**src/rtl/dsp_mac_sequencer_pkg.sv**
```systemverilog
// Shared types and constants for the DSP48A1 dot-product sequencer.
package dsp_seq_pkg;

  // OPMODE words for the slice: X mux in [1:0], Z mux in [3:2]
  localparam logic [7:0] OPM_FIRST = 8'h01;  // P = M
  localparam logic [7:0] OPM_ACC   = 8'h09;  // P = P + M
  localparam logic [7:0] OPM_HOLD  = 8'h08;  // P = P

  typedef enum logic [1:0] {
    ACCUM,
    DRAIN,
    OUT
  } state_t;

  // Per-beat tag travelling alongside the operands through the slice
  typedef struct packed {
    logic valid;
    logic first;
    logic last;
  } tag_t;

  // Map a tag to the OPMODE word that must meet its product at the post-adder
  function automatic logic [7:0] opmodeFor(tag_t t);
    logic [2:0] bits;
    logic [7:0] op;
    bits = t;
    case (bits) inside
      3'b0??:  op = OPM_HOLD;
      3'b11?:  op = OPM_FIRST;
      default: op = OPM_ACC;
    endcase
    return op;
  endfunction

  // True when the tag marks the final product of a frame
  function automatic logic isFinal(tag_t t);
    logic [2:0] bits;
    bits = t;
    return (bits ==? 3'b1?1);
  endfunction

endpackage

```
**src/rtl/dsp_mac_sequencer_if.sv**
```systemverilog
// Operand and result valid/ready streams of the dot-product sequencer.
interface dsp_mac_sequencer_if;
  logic        s_valid;
  logic        s_ready;
  logic [17:0] s_a;
  logic [17:0] s_b;
  logic        m_valid;
  logic        m_ready;
  logic [47:0] m_data;

  // The sequencer sinks operands and sources results
  modport slave (
    input  s_valid, s_a, s_b, m_ready,
    output s_ready, m_valid, m_data
  );

  // The environment sources operands and sinks results
  modport master (
    output s_valid, s_a, s_b, m_ready,
    input  s_ready, m_valid, m_data
  );
endinterface

```
**src/rtl/dsp_mac_sequencer_tag_pipe.sv**
```systemverilog
// Fixed-depth shift register that delays beat tags to line up with the slice.
module dsp_tag_pipe
  import dsp_seq_pkg::*;
#(
  parameter int DEPTH = 1
) (
  input  logic clk,
  input  logic rst,
  input  tag_t tag_i,
  output tag_t tag_o
);

  tag_t stage_q [DEPTH];

  // Shift the tag one stage per clock; reset flushes everything to bubbles
  always_ff @(posedge clk or posedge rst) begin
    if (rst) begin
      for (int i = 0; i < DEPTH; i++) stage_q[i] <= '0;
    end else begin
      stage_q[0] <= tag_i;
      for (int i = 1; i < DEPTH; i++) stage_q[i] <= stage_q[i-1];
    end
  end

  assign tag_o = stage_q[DEPTH-1];

endmodule

```
**src/rtl/dsp_mac_sequencer.sv**
```systemverilog
// Feeds operand pairs into a DSP48A1 slice and collects N_TAPS-long dot products
// from its P accumulator. Every beat carries a tag so OPMODE and the result
// capture line up with the slice's internal register stages.
module dsp_mac_sequencer
  import dsp_seq_pkg::*;
#(
  parameter int N_TAPS     = 8,
  parameter int OPMODE_DLY = 1,
  parameter int P_LAT      = 3
) (
  input  logic                      CLK,
  input  logic                      RST,
  dsp_mac_sequencer_if.slave        bus,
  output logic [17:0]               dsp_a,
  output logic [17:0]               dsp_b,
  output logic [7:0]                dsp_opmode,
  output logic                      dsp_ce,
  input  logic [47:0]               dsp_p,
  output logic                      busy
);

  localparam int TW = (N_TAPS > 1) ? $clog2(N_TAPS) : 1;
  localparam logic [TW-1:0] LAST_IDX = TW'(N_TAPS - 1);

  state_t        state_q;
  logic [TW-1:0] tapCnt_q;
  logic [17:0]   dspA_q;
  logic [17:0]   dspB_q;
  logic [7:0]    dspOpmode_q;
  logic          dspCe_q;
  logic          sReady_q;
  logic          mValid_q;
  logic [47:0]   mData_q;

  // tag_d is the tag issued this cycle, tag_q sits alongside dsp_a/dsp_b
  tag_t tag_d;
  tag_t tag_q;
  tag_t opmTag;
  tag_t resTag;
  logic accept;

  assign accept = bus.s_valid && sReady_q;

  // Build the tag for this cycle: a real beat or a bubble
  always_comb begin
    tag_d = '0;
    if (accept) begin
      tag_d.valid = 1'b1;
      tag_d.first = (tapCnt_q == '0);
      tag_d.last  = (tapCnt_q == LAST_IDX);
    end
  end

  // The opmode pipe ends one stage early because dsp_opmode is itself registered
  dsp_tag_pipe #(.DEPTH(OPMODE_DLY)) u_opm_pipe (
    .clk   (CLK),
    .rst   (RST),
    .tag_i (tag_d),
    .tag_o (opmTag)
  );

  // Fed from tag_q so its output lines up with the beat's contribution on dsp_p
  dsp_tag_pipe #(.DEPTH(P_LAT)) u_res_pipe (
    .clk   (CLK),
    .rst   (RST),
    .tag_i (tag_q),
    .tag_o (resTag)
  );

  // Sequencer FSM with the registered slice drive and result outputs
  always_ff @(posedge CLK or posedge RST) begin
    if (RST) begin
      state_q     <= ACCUM;
      tapCnt_q    <= '0;
      dspA_q      <= '0;
      dspB_q      <= '0;
      dspOpmode_q <= 8'h00;
      dspCe_q     <= 1'b0;
      sReady_q    <= 1'b0;
      mValid_q    <= 1'b0;
      mData_q     <= '0;
      tag_q       <= '0;
    end else begin
      dspCe_q     <= 1'b1;
      dspA_q      <= accept ? bus.s_a : 18'd0;
      dspB_q      <= accept ? bus.s_b : 18'd0;
      tag_q       <= tag_d;
      dspOpmode_q <= opmodeFor(opmTag);
      case (state_q)
        ACCUM: begin
          sReady_q <= 1'b1;
          if (accept) begin
            if (tapCnt_q == LAST_IDX) begin
              tapCnt_q <= '0;
              sReady_q <= 1'b0;
              state_q  <= DRAIN;
            end else begin
              tapCnt_q <= tapCnt_q + 1'b1;
            end
          end
        end
        DRAIN: begin
          if (isFinal(resTag)) begin
            mData_q  <= dsp_p;
            mValid_q <= 1'b1;
            state_q  <= OUT;
          end
        end
        OUT: begin
          if (bus.m_ready) begin
            mValid_q <= 1'b0;
            sReady_q <= 1'b1;
            state_q  <= ACCUM;
          end
        end
        default: begin
          state_q <= ACCUM;
        end
      endcase
    end
  end

  assign dsp_a       = dspA_q;
  assign dsp_b       = dspB_q;
  assign dsp_opmode  = dspOpmode_q;
  assign dsp_ce      = dspCe_q;
  assign bus.s_ready = sReady_q;
  assign bus.m_valid = mValid_q;
  assign bus.m_data  = mData_q;
  assign busy        = (state_q != ACCUM) || (tapCnt_q != '0);

endmodule

```
**src/flat_wrapper.sv**
```systemverilog
// flat-port wrapper written by rule: the top's interface ports become plain ports
module dsp_mac_sequencer_flat import dsp_seq_pkg::*;
#(
  parameter int N_TAPS     = 8,
  parameter int OPMODE_DLY = 1,
  parameter int P_LAT      = 3
)
  (CLK, RST, dsp_a, dsp_b, dsp_opmode, dsp_ce, dsp_p, busy, bus_s_valid, bus_s_a, bus_s_b, bus_m_ready, bus_s_ready, bus_m_valid, bus_m_data);
  dsp_mac_sequencer_if bus_i ();
  input  logic CLK;
  input  logic RST;
  output logic [17:0] dsp_a;
  output logic [17:0] dsp_b;
  output logic [7:0] dsp_opmode;
  output logic dsp_ce;
  input  logic [47:0] dsp_p;
  output logic busy;
  input wire logic [$bits(bus_i.s_valid)-1:0] bus_s_valid;
  input wire logic [$bits(bus_i.s_a)-1:0] bus_s_a;
  input wire logic [$bits(bus_i.s_b)-1:0] bus_s_b;
  input wire logic [$bits(bus_i.m_ready)-1:0] bus_m_ready;
  output wire logic [$bits(bus_i.s_ready)-1:0] bus_s_ready;
  output wire logic [$bits(bus_i.m_valid)-1:0] bus_m_valid;
  output wire logic [$bits(bus_i.m_data)-1:0] bus_m_data;
  assign bus_i.s_valid = bus_s_valid;
  assign bus_i.s_a = bus_s_a;
  assign bus_i.s_b = bus_s_b;
  assign bus_i.m_ready = bus_m_ready;
  assign bus_s_ready = bus_i.s_ready;
  assign bus_m_valid = bus_i.m_valid;
  assign bus_m_data = bus_i.m_data;
  dsp_mac_sequencer #(.N_TAPS(N_TAPS), .OPMODE_DLY(OPMODE_DLY), .P_LAT(P_LAT)) u_core (.CLK(CLK), .RST(RST), .bus(bus_i), .dsp_a(dsp_a), .dsp_b(dsp_b), .dsp_opmode(dsp_opmode), .dsp_ce(dsp_ce), .dsp_p(dsp_p), .busy(busy));
endmodule
```
**config.mk**
```make
export PLATFORM = sky130hd
export DESIGN_NAME = dsp_mac_sequencer_flat
export DESIGN_NICKNAME = d
export VERILOG_FILES = /design/src/rtl/dsp_mac_sequencer_pkg.sv /design/src/rtl/dsp_mac_sequencer_if.sv /design/src/rtl/dsp_mac_sequencer_tag_pipe.sv /design/src/rtl/dsp_mac_sequencer.sv /design/src/flat_wrapper.sv
export SDC_FILE = /design/constraint.sdc
export NUM_CORES = 1
export LEC_CHECK = 0
export CAP_MARGIN = 40
export CORE_MARGIN = 2
export CORE_UTILIZATION = 25
export CTS_CLUSTER_DIAMETER = 120
export DETAILED_ROUTE_END_ITERATION = 8
export GPL_ROUTABILITY_DRIVEN = 1
export GPL_TIMING_DRIVEN = 0
export PLACE_DENSITY = 0.55
export SETUP_SLACK_MARGIN = 0.15
export SYNTH_ARGS = -nofsm -noshare
export SYNTH_HDL_FRONTEND = slang
export SYNTH_SLANG_ARGS = --single-unit
export TNS_END_PERCENT = 10
```
**constraint.sdc**
```tcl
create_clock -name CLK -period 4.9 [get_ports CLK]
set_clock_uncertainty 0.1 [all_clocks]
set_input_delay 1.225 -clock CLK [delete_from_list [all_inputs] [get_ports CLK]]
set_output_delay 1.225 -clock CLK [all_outputs]
set_load 0.02 [all_outputs]
```
==> flow_summary.json <==
{
  "worstHoldPathCells": 0,
  "powerDensity_nw_per_um2": 549,
  "antenna_found_initial": 0,
  "timing.hold.ws_ns": 0.249,
  "port_buffers": 177,
  "slowest_stage": "or4b_2",
  "hold_class": "reg -> reg",
  "r2r_slack_ns": 3.34,
  "place_congestion": 0.707,
  "worst_slew_pin_slew_ns": 0.599,
  "routedLengthMet1_um": 3560,
  "grt_pass1_vias": 2788,
  "required_ns": 3.58,
  "hp-start": "u_core.u_res_pipe.stage_q[5]$_DFF_PP0_",
  "status": "finished clean",
  "place_area_um2": 5710,
  "p_seq_share_pct": 37.8,
  "p_comb_share_pct": 38.5,
  "wl_per_cell_um": 14.2,
  "antenna_left": 0,
  "crit_buf_inv": 2,
  "grt_pass1_wl_um": 14400,
  "wl_met3_um": 1050,
  "rsz0062_at_grt": "no",
  "leakage_nw": 2.71,
  "track_usage_pct": 11.8,
  "finalNetCount": 521,
  "reg2reg_to": "u_core.tapCnt_q[2]$_DFFE_PP0P_",
  "switching_power_mw": 1.03,
  "viasPerCell": 4.08,
  "ys_warn_count": 0,
  "numCtsBuffers": 9,
  "path_cells": "inv_1 -> ha_1 -> or4b_2 -> clkdlybuf4s50_1",
  "initial_core_util_pct": 25.4,
  "critical_path.top_delay_family": "buffers and inverters",
  "p_clk_share_pct": 23.7,
  "yosys.cell_types.count": 21,
  "slew_viol_final": 0,
  "drv_cap": 0,
  "synth_area_um2": 3660,
  "grt.overflow.total": 0,
  "r2r-start": "u_core.state_q[0]$_DFFE_PP0P_",
  "avgSynthCellArea_um2": 15.5,
  "synth_largest_area_cell": "dfrtp_1",
  "irDropWorstVdd_uv": 157,
  "final_cell_area_um2": 6050,
  "yosys-top-cells-area": "dfrtp_1 (70%), mux2_2 (14%), and3_1 (6.3%)",
  "vias": 2528,
  "critPathMaxFanout": 4,
  "syn2layout_area_growth_pct": 65.1,
  "dr_wl_met2_um": 4010,
  "cts.clk_slew.worst_paths_ns": 0.07,
  "yosysSeqAreaShare_pct": 69.7,
  "dpl_worst_slack_ns": 1.78,
  "top_layer_used": "met4",
  "tritoncts": "yes",
  "slew_headroom_pct": 60.0,
  "antenna_cells": 0,
  "p_int_mw": 2.29,
  "dr.pass1.iters": 4,
  "core-area_um2": 14400,
  "yosysTopAreaCellShare_pct": 69.7,
  "tns_ns": 0,
  "h-tree-depth": 3,
  "die_w_um": 125,
  "cts_setup_buffers": 0,
  "syn_inst": 236,
  "first_iter_violations": 74,
  "drc": 0,
  "worstSetupStartpointType": "flop",
  "critical_path_arrival_ns": 2.14,
  "ys_ff_latch": 102,
  "cts_resized": 0,
  "cts_root_buffer": "clkbuf_16",
  "rows": 44,
  "dpl.hpwl_um": 6500,
  "clockBufferDepth": 2,
  "fp.dieArea_um2": 15600,
  "switching_share_pct": 31.0,
  "drive_gt1_share_pct": 18.2,
  "period_needed_ns": 3.46,
  "cp-end-kind": "primary output",
  "final-hold-violation-count": 0,
  "routed_wl_um": 8790,
  "cts.sinks": 102,
  "fin_crit_sh_pct": 70.7,
  "reg2regPathDepth": 2,
  "cts_hold_buf": 0,
  "slowest_delay_ns": 0.59,
  "dieHeight_um": 125,
  "layout.cells.non_filler": 619,
  "clk-insertion-delay-late_ns": 0.34,
  "setup_slack_ns": 1.44,
  "setup_viol": 0,
  "dp_cells": 603,
  "crit_type": "reg -> out",
  "ios": 184,
  "min_delay_worst_endpoint": "u_core.u_res_pipe.tag_o[2]$_DFF_PP0_",
  "grt_max_degree": 58,
  "fmax_ghz": 0.289
}
-- sequential cells by signal, summed over array words and instances (netlist names), 3 cells and up --
name                       cells
u_core.tapCnt_q                3
u_core.dsp_b                  18
u_core.bus.m_data             48
u_core.u_res_pipe.stage_q      3
u_core.dsp_a                  18
-- through the flow --
| stage | total power [mW] | util (%) |
|---|---|---|
| final | 3.32 | 41.9 |
| after global routing | 3.51 | 41.9 |
| after CTS | 3.38 | 41.9 |
| after detailed placement | 2.57 | 39.6 |
| after global placement | 2.54 | 39.4 |
| after floorplan | 1.89 | - |
-- area by class of cell --
class                   count  area [µm²]
well taps                 184         230
plain buffers              20         131
fillers                  1382        8380
clock buffers              11         253
clock inverters             5        81.3
flip-flops and latches    102        2550
multi-input cells         114         978
inverters                   5        21.3
repair buffers            178        1800
-- cells in the mapped netlist (all sizes together) --
cell type,instances
buf,12
mux2i,1
a2bb2oi,1
or4b,1
and3,37
clkbuf,8
nor2,2
mux2,51
nand2,4
conb,2
inv,5
o21ai,2
a21oi,1
dfrtp,102
nor3,1
nand4b,1
nand2b,1
nor3b,1
ha,3
-- metal layers --
metal,up-vias,global-route usage (%)
met5,-,0
met4,0,5.69
met3,11,5.65
met2,130,18.2
met1,1206,13.8
li1,1181,-
-- worst max-delay path by stage --
stage                                        start                          endpoint  slack [ns]  cells after the start
floorplan                                      RST  u_core.bus.m_data[0]$_DFFE_PP0P_        0.90                      1
global placement                               RST  u_core.bus.m_data[3]$_DFFE_PP0P_       -0.65                      2
detailed placement  u_core.tapCnt_q[0]$_DFFE_PP0P_                              busy        1.78                      4
CTS                 u_core.tapCnt_q[0]$_DFFE_PP0P_                              busy        1.39                      4
global route        u_core.tapCnt_q[0]$_DFFE_PP0P_                              busy        1.32                      4
finish              u_core.tapCnt_q[0]$_DFFE_PP0P_                              busy        1.44                      4
-- kinds of logic after synthesis --
family,after synthesis,share of synthesized area (%)
other,2,0.205
AO/OA/AOI/OAI,4,0.649
buffers and inverters,25,4.10
flip-flops,102,69.7
multiplexers,52,16.0
AND/OR/NAND/NOR,48,8.37
adder cells (fa/ha/maj),3,1.03
-- cells in the final DEF (no fill, tap or decap), drive strengths merged --
master / n
clkinvlp: 1
nor3: 1
o21ai: 2
conb: 7
mux2: 51
or4b: 1
ha: 3
nand2: 4
and3: 37
nand4b: 1
a2bb2oi: 1
nand2b: 1
a21oi: 1
nor2: 2
inv: 5
clkbuf: 19
mux2i: 1
clkinv: 2
dfrtp: 102
nor3b: 1
bufinv: 2
buf: 13
clkdlybuf4s50: 177
-- power by group through the flow --
stage / combinational (mW) / clock [mW] / sequential, mW
after detailed placement: 1.30 / 0 / 1.27
final: 1.28 / 0.786 / 1.26
after global routing: 1.36 / 0.856 / 1.30
after CTS: 1.30 / 0.819 / 1.26
after global placement: 1.28 / 0 / 1.26
after floorplan: 0.324 / 0 / 1.57
Power figures use the tool's default switching activity.
